**src/rtl/mdu_iterative.sv**
```systemverilog
// Iterative MIPS multiply/divide unit owning HI/LO: radix-2 shift-add multiplier
// and restoring divider, one iteration per clock, with sign fix-up in a final cycle.
module mdu_iterative #(
    parameter int unsigned WIDTH = 32,
    parameter int unsigned CNT_W = 6
) (
    input  logic             CLK,
    input  logic             RESET,
    input  logic             start,
    input  logic [1:0]       op,
    input  logic [WIDTH-1:0] A,
    input  logic [WIDTH-1:0] B,
    input  logic             mthi,
    input  logic             mtlo,
    output logic             busy,
    output logic             done,
    output logic             div_zero,
    output logic [WIDTH-1:0] HI,
    output logic [WIDTH-1:0] LO
);

    typedef enum logic [1:0] {
        IDLE = 2'd0,
        CALC = 2'd1,
        FIX  = 2'd2
    } state_t;

    state_t             state_q, state_d;
    logic [CNT_W-1:0]   cnt_q, cnt_d;
    logic               is_div_q, is_div_d;
    logic               sign_q_q, sign_q_d;
    logic               sign_r_q, sign_r_d;
    logic [WIDTH-1:0]   mcand_q, mcand_d;
    logic [WIDTH-1:0]   acc_hi_q, acc_hi_d;
    logic [WIDTH-1:0]   acc_lo_q, acc_lo_d;
    logic [WIDTH-1:0]   hi_q, hi_d;
    logic [WIDTH-1:0]   lo_q, lo_d;
    logic               busy_q, busy_d;
    logic               done_q, done_d;
    logic               div_zero_q, div_zero_d;

    logic               is_signed;
    logic [WIDTH-1:0]   mag_a, mag_b;
    logic [WIDTH:0]     mul_sum;
    logic [WIDTH:0]     r_sh;
    logic [WIDTH:0]     r_sub;
    logic               div_ge;
    logic [2*WIDTH-1:0] prod;
    logic [2*WIDTH-1:0] prod_fix;

    // Operand magnitudes and single-iteration datapath for both operations
    always_comb begin
        is_signed = ~op[0];
        mag_a     = (is_signed && A[WIDTH-1]) ? -A : A;
        mag_b     = (is_signed && B[WIDTH-1]) ? -B : B;
        mul_sum   = {1'b0, acc_hi_q} + (acc_lo_q[0] ? {1'b0, mcand_q} : {(WIDTH+1){1'b0}});
        r_sh      = {acc_hi_q, acc_lo_q[WIDTH-1]};
        div_ge    = (r_sh >= {1'b0, mcand_q});
        r_sub     = r_sh - {1'b0, mcand_q};
        prod      = {acc_hi_q, acc_lo_q};
        prod_fix  = sign_q_q ? -prod : prod;
    end

    // Next-state and output logic
    always_comb begin
        state_d    = state_q;
        cnt_d      = cnt_q;
        is_div_d   = is_div_q;
        sign_q_d   = sign_q_q;
        sign_r_d   = sign_r_q;
        mcand_d    = mcand_q;
        acc_hi_d   = acc_hi_q;
        acc_lo_d   = acc_lo_q;
        hi_d       = hi_q;
        lo_d       = lo_q;
        busy_d     = busy_q;
        done_d     = 1'b0;
        div_zero_d = 1'b0;

        unique case (state_q)
            IDLE: begin
                if (start) begin
                    if (op[1] && (B == '0)) begin
                        done_d     = 1'b1;
                        div_zero_d = 1'b1;
                    end else begin
                        state_d  = CALC;
                        busy_d   = 1'b1;
                        cnt_d    = CNT_W'(WIDTH);
                        is_div_d = op[1];
                        sign_q_d = is_signed & (A[WIDTH-1] ^ B[WIDTH-1]);
                        sign_r_d = is_signed & A[WIDTH-1];
                        acc_hi_d = '0;
                        // Divider keeps divisor in mcand and dividend in the low word;
                        // multiplier keeps multiplicand in mcand and multiplier low.
                        mcand_d  = op[1] ? mag_b : mag_a;
                        acc_lo_d = op[1] ? mag_a : mag_b;
                    end
                end else begin
                    if (mthi) hi_d = A;
                    if (mtlo) lo_d = A;
                end
            end
            CALC: begin
                if (is_div_q) begin
                    acc_hi_d = div_ge ? r_sub[WIDTH-1:0] : r_sh[WIDTH-1:0];
                    acc_lo_d = {acc_lo_q[WIDTH-2:0], div_ge};
                end else begin
                    acc_hi_d = mul_sum[WIDTH:1];
                    acc_lo_d = {mul_sum[0], acc_lo_q[WIDTH-1:1]};
                end
                cnt_d = cnt_q - CNT_W'(1);
                if (cnt_q == CNT_W'(1)) state_d = FIX;
            end
            FIX: begin
                if (is_div_q) begin
                    lo_d = sign_q_q ? -acc_lo_q : acc_lo_q;
                    hi_d = sign_r_q ? -acc_hi_q : acc_hi_q;
                end else begin
                    hi_d = prod_fix[2*WIDTH-1:WIDTH];
                    lo_d = prod_fix[WIDTH-1:0];
                end
                state_d = IDLE;
                busy_d  = 1'b0;
                done_d  = 1'b1;
            end
            default: begin
                state_d = IDLE;
                busy_d  = 1'b0;
            end
        endcase
    end

    always_ff @(posedge CLK or posedge RESET) begin
        if (RESET) begin
            state_q    <= IDLE;
            cnt_q      <= '0;
            is_div_q   <= 1'b0;
            sign_q_q   <= 1'b0;
            sign_r_q   <= 1'b0;
            mcand_q    <= '0;
            acc_hi_q   <= '0;
            acc_lo_q   <= '0;
            hi_q       <= '0;
            lo_q       <= '0;
            busy_q     <= 1'b0;
            done_q     <= 1'b0;
            div_zero_q <= 1'b0;
        end else begin
            state_q    <= state_d;
            cnt_q      <= cnt_d;
            is_div_q   <= is_div_d;
            sign_q_q   <= sign_q_d;
            sign_r_q   <= sign_r_d;
            mcand_q    <= mcand_d;
            acc_hi_q   <= acc_hi_d;
            acc_lo_q   <= acc_lo_d;
            hi_q       <= hi_d;
            lo_q       <= lo_d;
            busy_q     <= busy_d;
            done_q     <= done_d;
            div_zero_q <= div_zero_d;
        end
    end

    assign busy     = busy_q;
    assign done     = done_q;
    assign div_zero = div_zero_q;
    assign HI       = hi_q;
    assign LO       = lo_q;

endmodule

```
**config.mk**
```make
export PLATFORM = sky130hd
export DESIGN_NAME = mdu_iterative
export DESIGN_NICKNAME = d
export VERILOG_FILES = /design/src/rtl/mdu_iterative.sv
export SDC_FILE = /design/constraint.sdc
export NUM_CORES = 1
export LEC_CHECK = 0
export ABC_AREA = 0
export CORE_ASPECT_RATIO = 2
export CORE_MARGIN = 2
export CORE_UTILIZATION = 60
export DETAILED_ROUTE_END_ITERATION = 7
export HOLD_SLACK_MARGIN = 0.12
export PLACE_DENSITY = 0.82
export SLEW_MARGIN = 5
export SYNTH_ARGS = -nofsm -noshare
export SYNTH_HDL_FRONTEND = slang
export SYNTH_SLANG_ARGS = --single-unit
```
**constraint.sdc**
```tcl
create_clock -name CLK -period 18.51 [get_ports CLK]
set_input_delay 4.6275 -clock CLK [delete_from_list [all_inputs] [get_ports CLK]]
set_output_delay 4.6275 -clock CLK [all_outputs]
set_load 0.1 [all_outputs]
```
==> flow_metrics.env <==
export IMPL_status="finished, final reports clean"
export IMPL_slowest_stage="nor4_1"
export IMPL_clockBufferDepth=2
export IMPL_synthesis_area_sq_um=15000
export IMPL_syn_nets=2041
export IMPL_pin_count=138
export IMPL_crit_chain="clkdlybuf4s50_1 > nor4_1 > nand4_1 > nor4_1 > nand4b_1 > a21oi_1 > or2_2 > buf_4 > a21oi_1 > a22o_1"
export IMPL_timing_max_cap_violations=0
export IMPL_insertedDiodeCount=0
export IMPL_utilization=0.688
export IMPL_clock_sinks=174
export IMPL_critPathCapture="acc_lo_q[31]$_DFFE_PP0P_"
export IMPL_rsz0062_at_grt="false"
export IMPL_cts_resized=0
export IMPL_yosysWarnings=0
export IMPL_timing_rr_end="HI[17]$_DFFE_PP0P_"
export IMPL_ys_types=69
export IMPL_die_w_microns=116
export IMPL_cts_tree="built"
export IMPL_cp_end_kind="register"
export IMPL_cpPeakStageDelay_ns=0.94
export IMPL_die_area_sq_um=26400
export IMPL_ys_flop_type="dfrtp_1"
export IMPL_firstDrtPassIters=6
export IMPL_core_area_sq_um=24800
export IMPL_hold_ws_ns=0.485
export IMPL_hold_viol_final=0
export IMPL_synth_seq_cells=174
export IMPL_arrival_ns=8.55
export IMPL_rr_startpoint="acc_lo_q[0]$_DFFE_PP0P_"
export IMPL_critPathLaunch="B[2]"
export IMPL_fin_tns_setup_ns=0
export IMPL_postRouteAntennaNets=0
export IMPL_grt_max_degree=111
export IMPL_min_period_ns=8.21
export IMPL_place_hpwl_microns=35200
export IMPL_synth_edff_count=0
export IMPL_area_growth_synth_to_final_pct=13.5
export IMPL_relSlewSlack=0.143
export IMPL_regArea_sq_um=4360
export IMPL_drive_above_1_share=0.0393
export IMPL_rr_worst_depth=9
export IMPL_async_flop_share=1.00
export IMPL_finalCritPeriodShare=0.443
export IMPL_grt_pass1_wl_microns=75800
export IMPL_antenna_found_initial=0
export IMPL_setup_viol=0
export IMPL_vias_per_cell=6.55
export IMPL_netlist_instances=1898
export IMPL_startpoint_type="input pin"
export IMPL_fmax_mhz=122
export IMPL_grt_pass1_vias=13800
export IMPL_gp_congestion=0.993
export IMPL_grtUsageTotal=0.368
export IMPL_drt_iter0_drc=1773
export IMPL_synth_seq_area_share=0.289
export IMPL_skew_ns=0.0124
export IMPL_num_vias=15000
export IMPL_rrSetupSlack_ns=14.24
export IMPL_synth_top_area_cell="dfrtp_1"
export IMPL_synth_top_area_frac=0.289
export IMPL_cts_max_level=4
export IMPL_path_max_fanout=71
export IMPL_crit_type="in2reg"
export IMPL_root_buffer="clkbuf_16"
export IMPL_avgSynthCellArea_sq_um=7.92
export IMPL_cts_hold_fix_buffers=0
export IMPL_worstPathRequired_ns=18.85
export IMPL_io_buffers=137
export IMPL_drcViolationCount=0
export IMPL_cts_made_buffers=17
export IMPL_routedWlPerCell_microns=21.1
export IMPL_rows=82
export IMPL_slew_violations=0
export IMPL_ys_top_cells_by_area="dfrtp_1 29%, mux2i_1 8.1%, o21ai_0 7.4%"
export IMPL_tightest_slew_ns=1.27
export IMPL_post_cts_setup_buffers=0
export IMPL_num_fill_cells=2112
export IMPL_overflow=0
export IMPL_hp_class="reg2reg"
export IMPL_clk_latency_ns=0.45
export IMPL_fin_nets=2090
export IMPL_routed_wl_microns=48400
export IMPL_multi_input_area_sq_um=9990
export IMPL_cts_clk_slew_worst_paths_ns=0.07
export IMPL_die_h_microns=228
export IMPL_initial_core_util=0.606
## cells in the mapped netlist (24+ instances only)
cell / count
a21oi_1: 158
clkbuf_1: 104
dfrtp_1: 174
ha_1: 70
inv_1: 69
mux2i_1: 122
nand2_1: 188
nand3_1: 31
nor2_1: 158
nor2b_1: 28
nor3_1: 38
o21ai_0: 221
o31ai_1: 24
or3_1: 25
xnor2_1: 96
xor2_1: 68
## worst max-delay path, delay by kind of cell
family	cells	cell delay [ns]
AOI/OAI and AO/OA	3	0.60
and+or+nand+nor	5	2.12
buffers and inverters	2	1.15
## cells in the final DEF (no fill, tap or decap), types with 21 or more instances in the layout
master / netlist / routed
o31ai_1: 24 / 24
nand3_1: 31 / 31
nor3_1: 38 / 38
xnor2_1: 96 / 96
o21ai_0: 221 / 221
a21oi_1: 158 / 158
nor2_1: 158 / 157
inv_1: 69 / 68
nor2b_1: 28 / 26
mux2i_1: 122 / 122
nand2_1: 188 / 188
dfrtp_1: 174 / 173
xor2_1: 68 / 68
or3_1: 25 / 25
clkdlybuf4s50_1: 0 / 136
ha_1: 70 / 70
a21o_1: 21 / 21
## worst min path at each step
stage                                       start                       to  cells after the start
after floorplan           mcand_q[25]$_DFFE_PP0P_  mcand_q[25]$_DFFE_PP0P_                      2
after global placement    mcand_q[31]$_DFFE_PP0P_  mcand_q[31]$_DFFE_PP0P_                      2
after detailed placement  mcand_q[31]$_DFFE_PP0P_  mcand_q[31]$_DFFE_PP0P_                      2
after CTS                 mcand_q[31]$_DFFE_PP0P_  mcand_q[31]$_DFFE_PP0P_                      2
after global routing      mcand_q[13]$_DFFE_PP0P_  mcand_q[13]$_DFFE_PP0P_                      1
final                     mcand_q[31]$_DFFE_PP0P_  mcand_q[31]$_DFFE_PP0P_                      2
## per-stage QoR
step / setup slack (ns) / area (sq um) / cells
floorplan: 9.17 / 15000 / 1898
global placement: 10.13 / 16500 / 2264
detailed placement: 10.0 / 16500 / 2264
CTS: 10.46 / 17100 / 2295
global route: 10.05 / 17100 / 2295
finish: 10.30 / 17100 / 2295
## cell type report
type                            instances  area share
Clock buffer                           19      0.0259
Clock inverter                         12     0.00799
Inverter                               69      0.0155
Multi-Input combinational cell       1535       0.585
Sequential cell                       174       0.255
Tap cell                              336      0.0246
Timing Repair Buffer                  150      0.0859
## cells by family after synthesis
logic type                 after synthesis  synth area share
xor gates and xnor gates               164            0.0955
AOI/OAI and AO/OA                      585             0.233
adders and majority gates               72            0.0609
DFF                                    174             0.289
buffers and inverters                  189            0.0485
and+or+nand+nor                        582             0.184
muxes                                  132            0.0887
## sequential cells by signal, summed over array words and instances, names as in the netlist
signal and count:
done 1, acc_hi_q 32, state_q 2, cnt_q 6, is_div_q 1, HI 32, busy 1, div_zero 1
acc_lo_q 32, LO 32, mcand_q 32, sign_r_q 1, sign_q_q 1
## per-layer routing
layer | wire (microns) | up-vias | global-route usage
met5 | 0 | - | 0
met4 | 3770 | 0 | 0.235
met3 | 4050 | 189 | 0.0523
met2 | 22100 | 886 | 0.570
met1 | 18500 | 7040 | 0.478
li1 | - | 6916 | -
Power is not shown: default switching activity piles up to over one toggle a cycle in this logic, so the estimate is an artifact.
